`src/rtl/wishbone_pkg.sv`:
```
// Shared Wishbone definitions: master FSM state encoding and default bus widths.
// The slave side imports the same package so both ends agree on the widths.
package wishbone_pkg;

  localparam int unsigned WB_ADDR_WIDTH = 2;
  localparam int unsigned WB_DATA_WIDTH = 32;

  typedef enum logic [1:0] {
    ST_IDLE = 2'd0,
    ST_REQ  = 2'd1,
    ST_WAIT = 2'd2,
    ST_RESP = 2'd3
  } wb_state_e;

endpackage

```
`src/rtl/wb_timeout_counter.sv`:
```
// Bus-cycle watchdog: counts cycles while 'start' is high and flags 'expired'
// in the TIMEOUT_CYCLES-th consecutive cycle. 'clear' returns it to zero.
module wb_timeout_counter #(
  parameter int unsigned TIMEOUT_CYCLES = 255
) (
  input  logic i_clk,
  input  logic i_reset,
  input  logic start,
  input  logic clear,
  output logic expired
);

  localparam int unsigned CW = $clog2(TIMEOUT_CYCLES + 1);

  logic [CW-1:0] count;

  // Count active cycles; hold at the terminal value until cleared.
  always_ff @(posedge i_clk or posedge i_reset) begin
    if (i_reset) begin
      count <= '0;
    end else if (clear) begin
      count <= '0;
    end else if (start && !expired) begin
      count <= count + CW'(1);
    end
  end

  assign expired = start && (count == CW'(TIMEOUT_CYCLES - 1));

endmodule

```
`src/rtl/wishbone_master.sv`:
```
// Single-outstanding Wishbone B4 pipelined master.
// Command in (valid/ready), one bus transaction, one-cycle response strobe out.
// Optional bus watchdog enabled by defining WISHBONE_MASTER_TIMEOUT_EN.
module wishbone_master
  import wishbone_pkg::*;
#(
  parameter int unsigned ADDR_WIDTH     = WB_ADDR_WIDTH,
  parameter int unsigned DATA_WIDTH     = WB_DATA_WIDTH,
  parameter int unsigned TIMEOUT_CYCLES = 255
) (
  input  logic                  i_clk,
  input  logic                  i_reset,
  input  logic                  i_cmd_valid,
  output logic                  o_cmd_ready,
  input  logic                  i_cmd_we,
  input  logic [ADDR_WIDTH-1:0] i_cmd_addr,
  input  logic [DATA_WIDTH-1:0] i_cmd_data,
  output logic                  o_rsp_valid,
  output logic [DATA_WIDTH-1:0] o_rsp_data,
  output logic                  o_rsp_err,
  output logic                  o_wb_cyc,
  output logic                  o_wb_stb,
  output logic                  o_wb_we,
  output logic [ADDR_WIDTH-1:0] o_wb_addr,
  output logic [DATA_WIDTH-1:0] o_wb_odata,
  input  logic                  i_wb_ack,
  input  logic                  i_wb_stall,
  input  logic                  i_wb_err,
  input  logic [DATA_WIDTH-1:0] i_wb_idata
);

  if (TIMEOUT_CYCLES < 2 || TIMEOUT_CYCLES > 65535) begin : g_bad_timeout
    $error("wishbone_master: TIMEOUT_CYCLES must be in 2..65535");
  end

  wb_state_e             state_q, state_d;
  logic [ADDR_WIDTH-1:0] addr_q;
  logic [DATA_WIDTH-1:0] data_q;
  logic                  we_q;
  logic [DATA_WIDTH-1:0] rsp_data_q;
  logic                  rsp_err_q;
  logic                  cmd_accept;
  logic                  bus_live;
  logic                  bus_end;
  logic                  timeout_hit;

  assign cmd_accept = (state_q == ST_IDLE) && i_cmd_valid;
  // Slave responses only count once the strobe has been taken (or afterwards).
  assign bus_live   = ((state_q == ST_REQ) && !i_wb_stall) || (state_q == ST_WAIT);
  assign bus_end    = bus_live && (i_wb_ack || i_wb_err);

`ifdef WISHBONE_MASTER_TIMEOUT_EN
  wb_timeout_counter #(
    .TIMEOUT_CYCLES(TIMEOUT_CYCLES)
  ) u_timeout (
    .i_clk   (i_clk),
    .i_reset (i_reset),
    .start   (o_wb_cyc),
    .clear   (!o_wb_cyc),
    .expired (timeout_hit)
  );
`else
  assign timeout_hit = 1'b0;
`endif

  // State register; reset aborts any transaction in flight.
  always_ff @(posedge i_clk or posedge i_reset) begin
    if (i_reset) begin
      state_q <= ST_IDLE;
    end else begin
      state_q <= state_d;
    end
  end

  // Next-state logic; a real slave response beats a simultaneous timeout.
  always_comb begin
    state_d = state_q;
    unique case (state_q)
      ST_IDLE: if (i_cmd_valid) state_d = ST_REQ;
      ST_REQ: begin
        if (bus_end || timeout_hit) state_d = ST_RESP;
        else if (!i_wb_stall)       state_d = ST_WAIT;
      end
      ST_WAIT: if (bus_end || timeout_hit) state_d = ST_RESP;
      ST_RESP: state_d = ST_IDLE;
      default: state_d = ST_IDLE;
    endcase
  end

  // Command capture and response capture.
  always_ff @(posedge i_clk or posedge i_reset) begin
    if (i_reset) begin
      addr_q     <= '0;
      data_q     <= '0;
      we_q       <= 1'b0;
      rsp_data_q <= '0;
      rsp_err_q  <= 1'b0;
    end else begin
      if (cmd_accept) begin
        addr_q <= i_cmd_addr;
        data_q <= i_cmd_data;
        we_q   <= i_cmd_we;
      end
      if (bus_end) begin
        rsp_err_q  <= i_wb_err;
        rsp_data_q <= (i_wb_err || we_q) ? '0 : i_wb_idata;
      end else if (timeout_hit) begin
        rsp_err_q  <= 1'b1;
        rsp_data_q <= '0;
      end
    end
  end

  // Ready is masked by reset directly so it reads low while reset is held.
  assign o_cmd_ready = (state_q == ST_IDLE) && !i_reset;
  assign o_wb_cyc    = (state_q == ST_REQ) || (state_q == ST_WAIT);
  assign o_wb_stb    = (state_q == ST_REQ);
  assign o_wb_we     = we_q;
  assign o_wb_addr   = addr_q;
  assign o_wb_odata  = data_q;
  assign o_rsp_valid = (state_q == ST_RESP);
  assign o_rsp_data  = rsp_data_q;
  assign o_rsp_err   = rsp_err_q;

endmodule
```
`config.mk`:
```
export PLATFORM = sky130hd
export DESIGN_NAME = wishbone_master
export DESIGN_NICKNAME = d
export VERILOG_FILES = /design/src/rtl/wishbone_pkg.sv /design/src/rtl/wb_timeout_counter.sv /design/src/rtl/wishbone_master.sv
export SDC_FILE = /design/constraint.sdc
export NUM_CORES = 1
export LEC_CHECK = 0
export CAP_MARGIN = 5
export CORE_ASPECT_RATIO = 0.6
export CORE_UTILIZATION = 44
export DETAILED_ROUTE_END_ITERATION = 16
export PLACE_DENSITY_LB_ADDON = 0.15
export SLEW_MARGIN = 10
export SYNTH_ARGS = -nofsm -noshare
export SYNTH_HDL_FRONTEND = slang
export SYNTH_SLANG_ARGS = --single-unit
export TNS_END_PERCENT = 20
```
`constraint.sdc`:
```
create_clock -name i_clk -period 7 [get_ports i_clk]
set_input_delay 1.4 -clock i_clk [delete_from_list [all_inputs] [get_ports i_clk]]
set_output_delay 1.4 -clock i_clk [all_outputs]
set_load 0.005 [all_outputs]
```
==> impl_metrics.json <==
{
  "cp-end-kind": "primary output",
  "cpMostUsedCell": "clkdlybuf4s50_1",
  "slowest_stage": "clkdlybuf4s50_1",
  "num_vias": 2214,
  "cts_made_buffers": 9,
  "post-route-period-util": 0.552,
  "cts_max_level": 3,
  "synth_area_per_cell_um2": 12.7,
  "die_area_mm2": 0.00719,
  "cp.arrival_ns": 2.47,
  "worstSetupPathType": "in2out",
  "grt.total_usage": 0.209,
  "path_cells": "clkdlybuf4s50_1, nor2b_1, clkdlybuf4s50_1",
  "rsz0062_at_grt": "false",
  "period_minus_slack_ns": 3.87,
  "p_leak_nw": 2.04,
  "worstPathRequired_ns": 5.60,
  "clock_skew_ns": 0.00528,
  "hold_class": "reg2reg",
  "die_h_um": 66.1,
  "clk_transition_reported_paths_ns": 0.05,
  "report.power.total_mw": 1.81,
  "rows": 22,
  "syn_nets": 316,
  "synthCells": 238,
  "drive_gt1_frac": 0.0443,
  "fin_setup_tns_ns": 0,
  "globalRoute.totalOverflow": 0,
  "critPathBufInv": 2,
  "worst_setup_path_start_kind": "input port",
  "outcome": "finished, final reports clean",
  "initial_core_util": 0.474,
  "grt_max_degree": 71,
  "grt_pass1_vias": 2242,
  "grt_pass1_wl_um": 11000,
  "hold_viol_final": 0,
  "cp_max_fo": 2,
  "cts_root_buf": "clkbuf_16",
  "area_growth_pct": 56.7,
  "clock_path_buffers": 2,
  "synth_seq_area_share": 0.582,
  "worstSkewPairLatency_ns": 0.32,
  "dp_hpwl_um": 4860,
  "initialDrtViolationCount": 78,
  "critical-path-top-delay-family": "buffers and inverters",
  "first_pass_iters": 4,
  "cts_setup_buffers": 0,
  "vias_per_cell": 4.73,
  "ant_nets": 0,
  "grt_antenna_before_repair": 0,
  "gp_congestion": 0.842,
  "coreArea_mm2": 0.00636,
  "drv_slew": 0,
  "cts_hold_buf": 0,
  "drc": 0,
  "io-pin-count": 145,
  "routed_wirelength_um": 6880,
  "die_x_um": 109,
  "ys.warnings.count": 0,
  "power_density_mw_per_mm2": 384,
  "critPathMaxStageDelay_ns": 0.51,
  "worstMarginPinSlew_ns": 0.959,
  "ys_types": 22,
  "finalSetupViolations": 0,
  "slew_headroom": 0.361,
  "nets": 463,
  "cts_resized": 0,
  "diodes": 0,
  "max-vdd-ir-drop_mv": 0.264,
  "fmax_ghz": 0.259,
  "syn-cell-area_mm2": 0.00301,
  "cts_tree": "built",
  "wire_per_inst_um": 14.7,
  "cap_violations": 0,
  "ys_ff_latch": 70,
  "port_buffers": 144,
  "cts_sinks": 70
}
==> worst register-to-register path, stage by stage, from the launching register on <==
cell,delay (ns)
dfrtp_1,0.41
inv_1,0.12
ha_1,0.24
nor2b_2,0.19
o22a_2,0.79
mux2i_1,0.32
==> cells by family (layout without fill, tap and decap cells) <==
logic type                 Yosys count  count (layout)  synth area share
muxes                               68              68             0.241
DFF                                 70              70             0.582
adders and majority gates            5               5            0.0208
buffers and inverters               45             191            0.0760
AOI/OAI and AO/OA                    9               9            0.0229
and+or+nand+nor                     41              41            0.0578
==> final timing paths <==
kind / from / end / slack [ns] / cells after the start
min in group asynchronous: i_reset / o_rsp_data[23] / 1.69 / 3
max in group asynchronous: i_reset / o_rsp_data[2] / 4.73 / 3
worst min-delay path: o_wb_addr[1] / o_wb_addr[1] / 0.49 / 1
worst max-delay path: i_reset / o_cmd_ready / 3.13 / 3
worst max register to register: state_q[1] / o_rsp_data[31] / 4.84 / 5
worst min register to register: o_wb_addr[1] / o_wb_addr[1] / 0.49 / 1
==> Yosys cell counts (all sizes together) <==
| master | n | area share |
|---|---|---|
| nor2 | 2 | 0.0025 |
| a21bo | 1 | 0.0033 |
| clkbuf | 3 | 0.0037 |
| a21o | 1 | 0.0025 |
| mux2 | 36 | 0.13 |
| ha | 5 | 0.021 |
| nand2 | 33 | 0.042 |
| o22ai | 1 | 0.0021 |
| buf | 7 | 0.029 |
| inv | 35 | 0.044 |
| nor2b | 5 | 0.011 |
| or3 | 1 | 0.0021 |
| mux2i | 32 | 0.11 |
| dfrtp | 70 | 0.58 |
| o21ai | 2 | 0.0033 |
| o2bb2ai | 1 | 0.0029 |
| o22a | 1 | 0.0029 |
| a221oi | 2 | 0.0058 |
==> cells in the final DEF, fill, tap and decap left out <==
master	instances
clkdlybuf4s50_1	144
dfrtp_1	70
mux2_1	36
inv_1	34
nand2_1	32
mux2i_1	32
clkbuf_16	9
ha_1	5
nor2b_1	4
o21ai_0	2
a221oi_1	2
buf_4	2
nor2_2	1
nor2b_2	1
o22a_2	1
nand2_2	1
inv_2	1
a21bo_1	1
nor2_1	1
a21o_1	1
o2bb2ai_1	1
or3_1	1
o22ai_1	1
clkbuf_8	1
==> report_power, final <==
group | leakage [nW] | switching (mW) | internal, mW
registers | 0.877 | 0.0872 | 0.569
clock network | 0.118 | 0.142 | 0.237
logic | 1.04 | 0.288 | 0.490
total | 2.04 | 0.518 | 1.30
==> state kept, by name, indices dropped and copies added, names as in the netlist <==
name and flops:
o_rsp_data 32, o_wb_odata 32, o_wb_addr 2, state_q 2, o_rsp_err 1, o_wb_we 1
==> per-stage QoR <==
stage	hold WS (ns)	setup WS [ns]	instance area, µm²	instances	utilization
after detailed placement	0.474	3.14	4480	458	0.704
after floorplan	0.472	3.83	3010	238	-
after global placement	0.469	3.14	4480	458	0.704
after global routing	0.504	3.09	4720	468	0.742
after CTS	0.491	3.12	4720	468	0.742
final	0.487	3.13	4720	468	0.742
==> final cells by class <==
type | count | area, µm²
clock buffers | 10 | 239
inverters | 35 | 131
flip-flops and latches | 70 | 1750
well taps | 84 | 105
fillers | 471 | 1640
repair buffers | 146 | 1460
multi-input cells | 123 | 1030
==> metal layers <==
metal | routed length (µm) | vias up | global-route usage
met3 | 596 | 7 | 0.0759
met1 | 3080 | 1060 | 0.266
li1 | - | 1056 | -
met5 | 0 | - | 0
met2 | 3160 | 91 | 0.332
met4 | 46 | 0 | 0.0659
Note: power is estimated with default switching activity, not from simulation.
